[src/rtl/calc_op_sequencer.sv]
// Key-to-command sequencer between the numpad decoder and the RPN operand stack.
// Each accepted key yields one registered command; division runs a multi-cycle restoring divider.
//
// state    | meaning
// IDLE     | waiting for a new key
// ISSUE    | one-cycle command pulse on the outputs
// DIV_RUN  | restoring divider iterating, one quotient bit per cycle
// DIV_DONE | sign-correct quotient, issue pop+write
module calc_op_sequencer #(
    parameter int WIDTH   = 32,
    parameter int COUNT_W = 6
) (
    input  logic               clock,
    input  logic               reset,
    input  logic [4:0]         key,
    input  logic [WIDTH-1:0]   top,
    input  logic [WIDTH-1:0]   next,
    input  logic [COUNT_W-1:0] count,
    output logic               write,
    output logic               push,
    output logic               pop,
    output logic [WIDTH-1:0]   new_value,
    output logic               busy,
    output logic               div_zero,
    output logic               op_error
);

    localparam int CNT_W = $clog2(WIDTH);

    typedef enum logic [1:0] {
        IDLE     = 2'd0,
        ISSUE    = 2'd1,
        DIV_RUN  = 2'd2,
        DIV_DONE = 2'd3
    } state_t;

    state_t             state_q, state_d;
    logic [4:0]         prev_key_q, prev_key_d;
    logic               write_q, write_d;
    logic               push_q, push_d;
    logic               pop_q, pop_d;
    logic [WIDTH-1:0]   new_value_q, new_value_d;
    logic               busy_q, busy_d;
    logic               div_zero_q, div_zero_d;
    logic               op_error_q, op_error_d;
    logic [CNT_W-1:0]   cnt_q, cnt_d;
    logic [WIDTH-1:0]   quo_q, quo_d;
    logic [WIDTH-1:0]   rem_q, rem_d;
    logic [WIDTH-1:0]   dvs_q, dvs_d;
    logic               sign_q, sign_d;

    logic               accept;
    logic [WIDTH:0]     trial;
    logic [WIDTH-1:0]   abs_top;
    logic [WIDTH-1:0]   abs_next;
    logic [3:0]         digit;

    function automatic logic [3:0] digit_of(input logic [3:0] code);
        logic [3:0] d;
        case (code)
            4'b0000: d = 4'd1;
            4'b0001: d = 4'd4;
            4'b0010: d = 4'd7;
            4'b0011: d = 4'd0;
            4'b0100: d = 4'd2;
            4'b0101: d = 4'd5;
            4'b0110: d = 4'd8;
            4'b1000: d = 4'd3;
            4'b1001: d = 4'd6;
            4'b1010: d = 4'd9;
            default: d = 4'd0;
        endcase
        return d;
    endfunction

    always_comb begin
        accept   = key[4] && (key != prev_key_q);
        abs_top  = top[WIDTH-1]  ? -top  : top;
        abs_next = next[WIDTH-1] ? -next : next;
        digit    = digit_of(key[3:0]);
        // Shift in the next dividend bit and try to subtract the divisor.
        trial    = {rem_q, quo_q[WIDTH-1]} - {1'b0, dvs_q};

        state_d     = state_q;
        prev_key_d  = key;
        write_d     = 1'b0;
        push_d      = 1'b0;
        pop_d       = 1'b0;
        op_error_d  = 1'b0;
        new_value_d = new_value_q;
        busy_d      = busy_q;
        div_zero_d  = div_zero_q;
        cnt_d       = cnt_q;
        quo_d       = quo_q;
        rem_d       = rem_q;
        dvs_d       = dvs_q;
        sign_d      = sign_q;

        case (state_q)
            IDLE: begin
                if (accept) begin
                    div_zero_d = 1'b0;
                    state_d    = ISSUE;
                    case (key[3:0])
                        4'b1100: push_d = 1'b1;
                        4'b0111: begin
                            write_d     = 1'b1;
                            new_value_d = -top;
                        end
                        4'b1101, 4'b1110, 4'b1111: begin
                            if (count < COUNT_W'(2)) begin
                                op_error_d = 1'b1;
                            end else begin
                                pop_d   = 1'b1;
                                write_d = 1'b1;
                                case (key[1:0])
                                    2'b01:   new_value_d = next + top;
                                    2'b10:   new_value_d = next - top;
                                    default: new_value_d = next * top;
                                endcase
                            end
                        end
                        4'b1011: begin
                            if (count < COUNT_W'(2)) begin
                                op_error_d = 1'b1;
                            end else if (top == '0) begin
                                div_zero_d = 1'b1;
                                state_d    = IDLE;
                            end else begin
                                quo_d   = abs_next;
                                dvs_d   = abs_top;
                                rem_d   = '0;
                                cnt_d   = '0;
                                sign_d  = next[WIDTH-1] ^ top[WIDTH-1];
                                busy_d  = 1'b1;
                                state_d = DIV_RUN;
                            end
                        end
                        default: begin
                            write_d     = 1'b1;
                            new_value_d = top * WIDTH'(10) + {{(WIDTH-4){1'b0}}, digit};
                        end
                    endcase
                end
            end
            ISSUE: state_d = IDLE;
            DIV_RUN: begin
                if (trial[WIDTH]) begin
                    rem_d = {rem_q[WIDTH-2:0], quo_q[WIDTH-1]};
                end else begin
                    rem_d = trial[WIDTH-1:0];
                end
                quo_d = {quo_q[WIDTH-2:0], ~trial[WIDTH]};
                cnt_d = cnt_q + 1'b1;
                if (cnt_q == CNT_W'(WIDTH-1)) begin
                    state_d = DIV_DONE;
                end
            end
            DIV_DONE: begin
                pop_d       = 1'b1;
                write_d     = 1'b1;
                new_value_d = sign_q ? -quo_q : quo_q;
                busy_d      = 1'b0;
                state_d     = IDLE;
            end
            default: state_d = IDLE;
        endcase
    end

    always_ff @(posedge clock) begin
        if (reset) begin
            state_q     <= IDLE;
            prev_key_q  <= 5'b00000;
            write_q     <= 1'b0;
            push_q      <= 1'b0;
            pop_q       <= 1'b0;
            new_value_q <= '0;
            busy_q      <= 1'b0;
            div_zero_q  <= 1'b0;
            op_error_q  <= 1'b0;
            cnt_q       <= '0;
            quo_q       <= '0;
            rem_q       <= '0;
            dvs_q       <= '0;
            sign_q      <= 1'b0;
        end else begin
            state_q     <= state_d;
            prev_key_q  <= prev_key_d;
            write_q     <= write_d;
            push_q      <= push_d;
            pop_q       <= pop_d;
            new_value_q <= new_value_d;
            busy_q      <= busy_d;
            div_zero_q  <= div_zero_d;
            op_error_q  <= op_error_d;
            cnt_q       <= cnt_d;
            quo_q       <= quo_d;
            rem_q       <= rem_d;
            dvs_q       <= dvs_d;
            sign_q      <= sign_d;
        end
    end

    assign write     = write_q;
    assign push      = push_q;
    assign pop       = pop_q;
    assign new_value = new_value_q;
    assign busy      = busy_q;
    assign div_zero  = div_zero_q;
    assign op_error  = op_error_q;

endmodule
[config.mk]
export PLATFORM = sky130hd
export DESIGN_NAME = calc_op_sequencer
export DESIGN_NICKNAME = d
export VERILOG_FILES = /design/src/rtl/calc_op_sequencer.sv
export SDC_FILE = /design/constraint.sdc
export NUM_CORES = 2
export LEC_CHECK = 0
export CAP_MARGIN = 20
export CORE_AREA = 5 5 360 362
export DETAILED_ROUTE_END_ITERATION = 10
export DIE_AREA = 0 0 365 367
export PLACE_DENSITY = 0.36
export SLEW_MARGIN = 25
export SYNTH_ARGS = -nofsm -noshare
export SYNTH_HDL_FRONTEND = slang
export SYNTH_SLANG_ARGS = --single-unit
[constraint.sdc]
create_clock -name clock -period 9.36 [get_ports clock]
set_input_delay 0.936 -clock clock [delete_from_list [all_inputs] [get_ports clock]]
set_output_delay 0.936 -clock clock [all_outputs]
set_load 0.01 [all_outputs]
==> results.toml <==
[cts]
clk_latency_ns = 0.45
htreeDepth = 4
cts_root_buffer = "clkbuf_16"
clk_path_buf_depth = 2
cts_inserted_buffers = 17
cts_setup_buffers = 0
cts.sinks = 147
hold_buffers = 0
clk_pin_slew_ns = 0.06
cts_tree = "built"
ctsResizeCount = 0

[timing]
worstMarginPinSlew_ns = 1.09
slew_violations = 0
skew_ns = 0.0142
finalSetupViolCount = 0
layout_min_cycle_time_ns = 8.80
max_freq_mhz = 114
post-route-period-util = 0.940
finalHoldViolations = 0
slew_headroom = 0.254
rsz0062_at_grt = "no"
holdWs_ns = 0.457

[layout]
final_net_count = 4651
drive_above_1_share = 0.0659
n_antenna_cell = 0
fillers = 13812
multi_input_area_sq_um = 25600
fin_util = 0.279
finalInstanceArea_sq_um = 35300
final_cell_mix = "467 x inv_1, 449 x nand2_1, 412 x fa_1"
areaGrowthSynthToFinish_pct = 13.3
final_common_cell = "inv_1"
regArea_sq_um = 2940

[outcome]
status = "finished clean"

[setup_path]
required_ns = 9.66
end_kind = "flip-flop"
crit_slowest_cell = "clkdlybuf4s50_1"
crit_buf_inv = 7
reg2regPathDepth = 15
timing.critical_path.mode_cell = "fa_1"
crit_family = "adder cells"
r2r-end = "rem_q[0]$_SDFFE_PP0P_"
reg2reg_from = "quo_q[31]$_SDFFE_PP0P_"
worst-path-stages = 28
criticalPathCategory = "in -> reg"
cp-start-kind = "input pin"
crit_fanout = 9
rrSetupSlack_ns = 4.99
cp.arrival_ns = 9.10
slowest_delay_ns = 0.81

[synthesis]
netlist_area_sq_um = 31200
synth_edf_count = 0
synthAdderAreaFrac = 0.368
synth_xor_area_frac = 0.0916
synth_top_family_by_area = "adder cells"
synth.area.top_cells = "fa_1 26%, ha_1 10%, dfxtp_1 9.4%, and2_1 6.3%, inv_1 5.6%"
ys_types = 75
syn_inst = 3848
synth_top_area_frac = 0.265
async_flop_share = 0
synth_nets = 4595
ys_seq_area_frac = 0.0944
synth_compound_area_frac = 0.137
avgSynthCellArea_sq_um = 8.10
synth-seq-cells = 147
yosys_warnings = 0
yosys-mux-area-fraction = 0.0182
synth-simple-area-share = 0.205
yosys.area.top_type = "fa_1"
synth_ff_type = "dfxtp_1"

[global_routing]
antenna_found_initial = 11
grt_pass1_vias = 27831
busiest_layer = "met2"
grt.total_usage = 0.192
grtUsageMet1 = 0.262
use_met2 = 0.327
grt_max_degree = 72
grt_first_pass_wirelength_mm = 191
grt.overflow.total = 0
grt_use_met3 = 0.0165

[drt]
wire_per_inst_microns = 23.2
drtPass1Iterations = 7
vias_per_cell = 4.75
postRouteAntennaNets = 0
drt_iter0_markers = 1684
route.vias.total = 26503
drc_errors = 0
wirelength_mm = 129

[place]
dp_hpwl_mm = 106
place_congestion = 0.875
placed_area_sq_um = 34700
io_buffers = 113

[worst_hold_path]
hold_depth = 2
hold_path_startpoint = "new_value[16]$_SDFFE_PP0P_"
hold_end = "new_value[16]$_SDFFE_PP0P_"
hp-class = "reg -> reg"

[floorplanning]
start_util = 0.247
die_y_microns = 367
die_x_microns = 365
rows = 131
ioPinCount = 115
dieArea_sq_um = 134000
core_area_sq_um = 126000

[flow_run]
maxCapViolCount = 0
-- per-stage QoR --
stage	setup slack [ns]	setup TNS (ns)	instances
2_1_floorplan	1.24	0	3848
3_3_place_gp	0.0267	0	5547
3_5_place_dp	-0.00888	-0.00888	5547
4_1_cts	0.472	0	5579
5_1_grt	0.102	0	5579
6_report	0.557	0	5579
-- sequential cells by signal (all words and copies together) (netlist names) --
register    count
div_zero        1
busy            1
pop             1
cnt_q           5
new_value      32
rem_q          32
state_q         2
push            1
sign_q          1
write           1
prev_key_q      5
op_error        1
quo_q          32
dvs_q          32
-- cell usage after synthesis (8+ instances only) --
cell type and n:
nand2_1 449, o21bai_1 13, o211ai_1 19, clkbuf_1 218, nand3b_1 8, or2_2 14
fa_1 412, a31oi_1 14, dfxtp_1 147, nor2_1 204, a21o_1 48, a211o_1 9
o31ai_1 24, o22ai_1 14, a221oi_1 15, nor2b_1 38, a221o_1 8, a21oi_1 177
nand3_1 43, ha_1 258, o41ai_1 12, xor2_1 134, and2_1 314, o21a_1 12
a31o_2 8, nor4_1 16, or4_1 18, nand2b_1 31, nor3_1 59, a211oi_1 64
or3_1 28, inv_1 467, and3_1 15, xnor2_1 190, and4_1 8, buf_1 16
o21ai_0 158, mux2i_1 51, nand4_1 9, o221ai_1 8
-- layout make-up --
| class | count | area share |
|---|---|---|
| timing repair buffer | 275 | 0.0667 |
| multi-input combinational | 2995 | 0.725 |
| clock inverter | 12 | 0.00344 |
| clock buffer | 20 | 0.0129 |
| tap | 1662 | 0.0589 |
| inverter | 468 | 0.0497 |
| sequential | 147 | 0.0833 |
-- kinds of logic (layout without fill, tap and decap cells) --
family          after synthesis  count (layout)
compound gates              663             663
buf+inv                     706             775
flops                       147             147
mux                          56              56
fa+ha+maj                   670             670
simple gates               1281            1281
xor+xnor                    325             325
-- worst min-delay path: cells and delay by family, from the launching register on --
kind / cells / cell delay [ns]
AOI/OAI and AO/OA: 1 / 0.05
DFF: 1 / 0.31
and+or+nand+nor: 1 / 0.05
-- metal layers --
metal  wire length, microns  vias up
met5                      8        -
met4                   3650        2
met3                   4240       95
met2                  61400      483
met1                  60100    13268
li1                       -    12655
-- worst max path at each step --
stage	start	end	slack [ns]
CTS	top[11]	new_value[23]$_SDFFE_PP0P_	0.47
global placement	top[11]	new_value[23]$_SDFFE_PP0P_	0.03
detailed placement	top[11]	new_value[23]$_SDFFE_PP0P_	-0.009
finish	top[13]	new_value[23]$_SDFFE_PP0P_	0.56
floorplan	top[4]	new_value[23]$_SDFFE_PP0P_	1.24
global route	next[9]	new_value[23]$_SDFFE_PP0P_	0.10
Power is left out: the tool's default activity adds up to more than one toggle a clock period on the data nets, which glitch-free logic cannot reach.
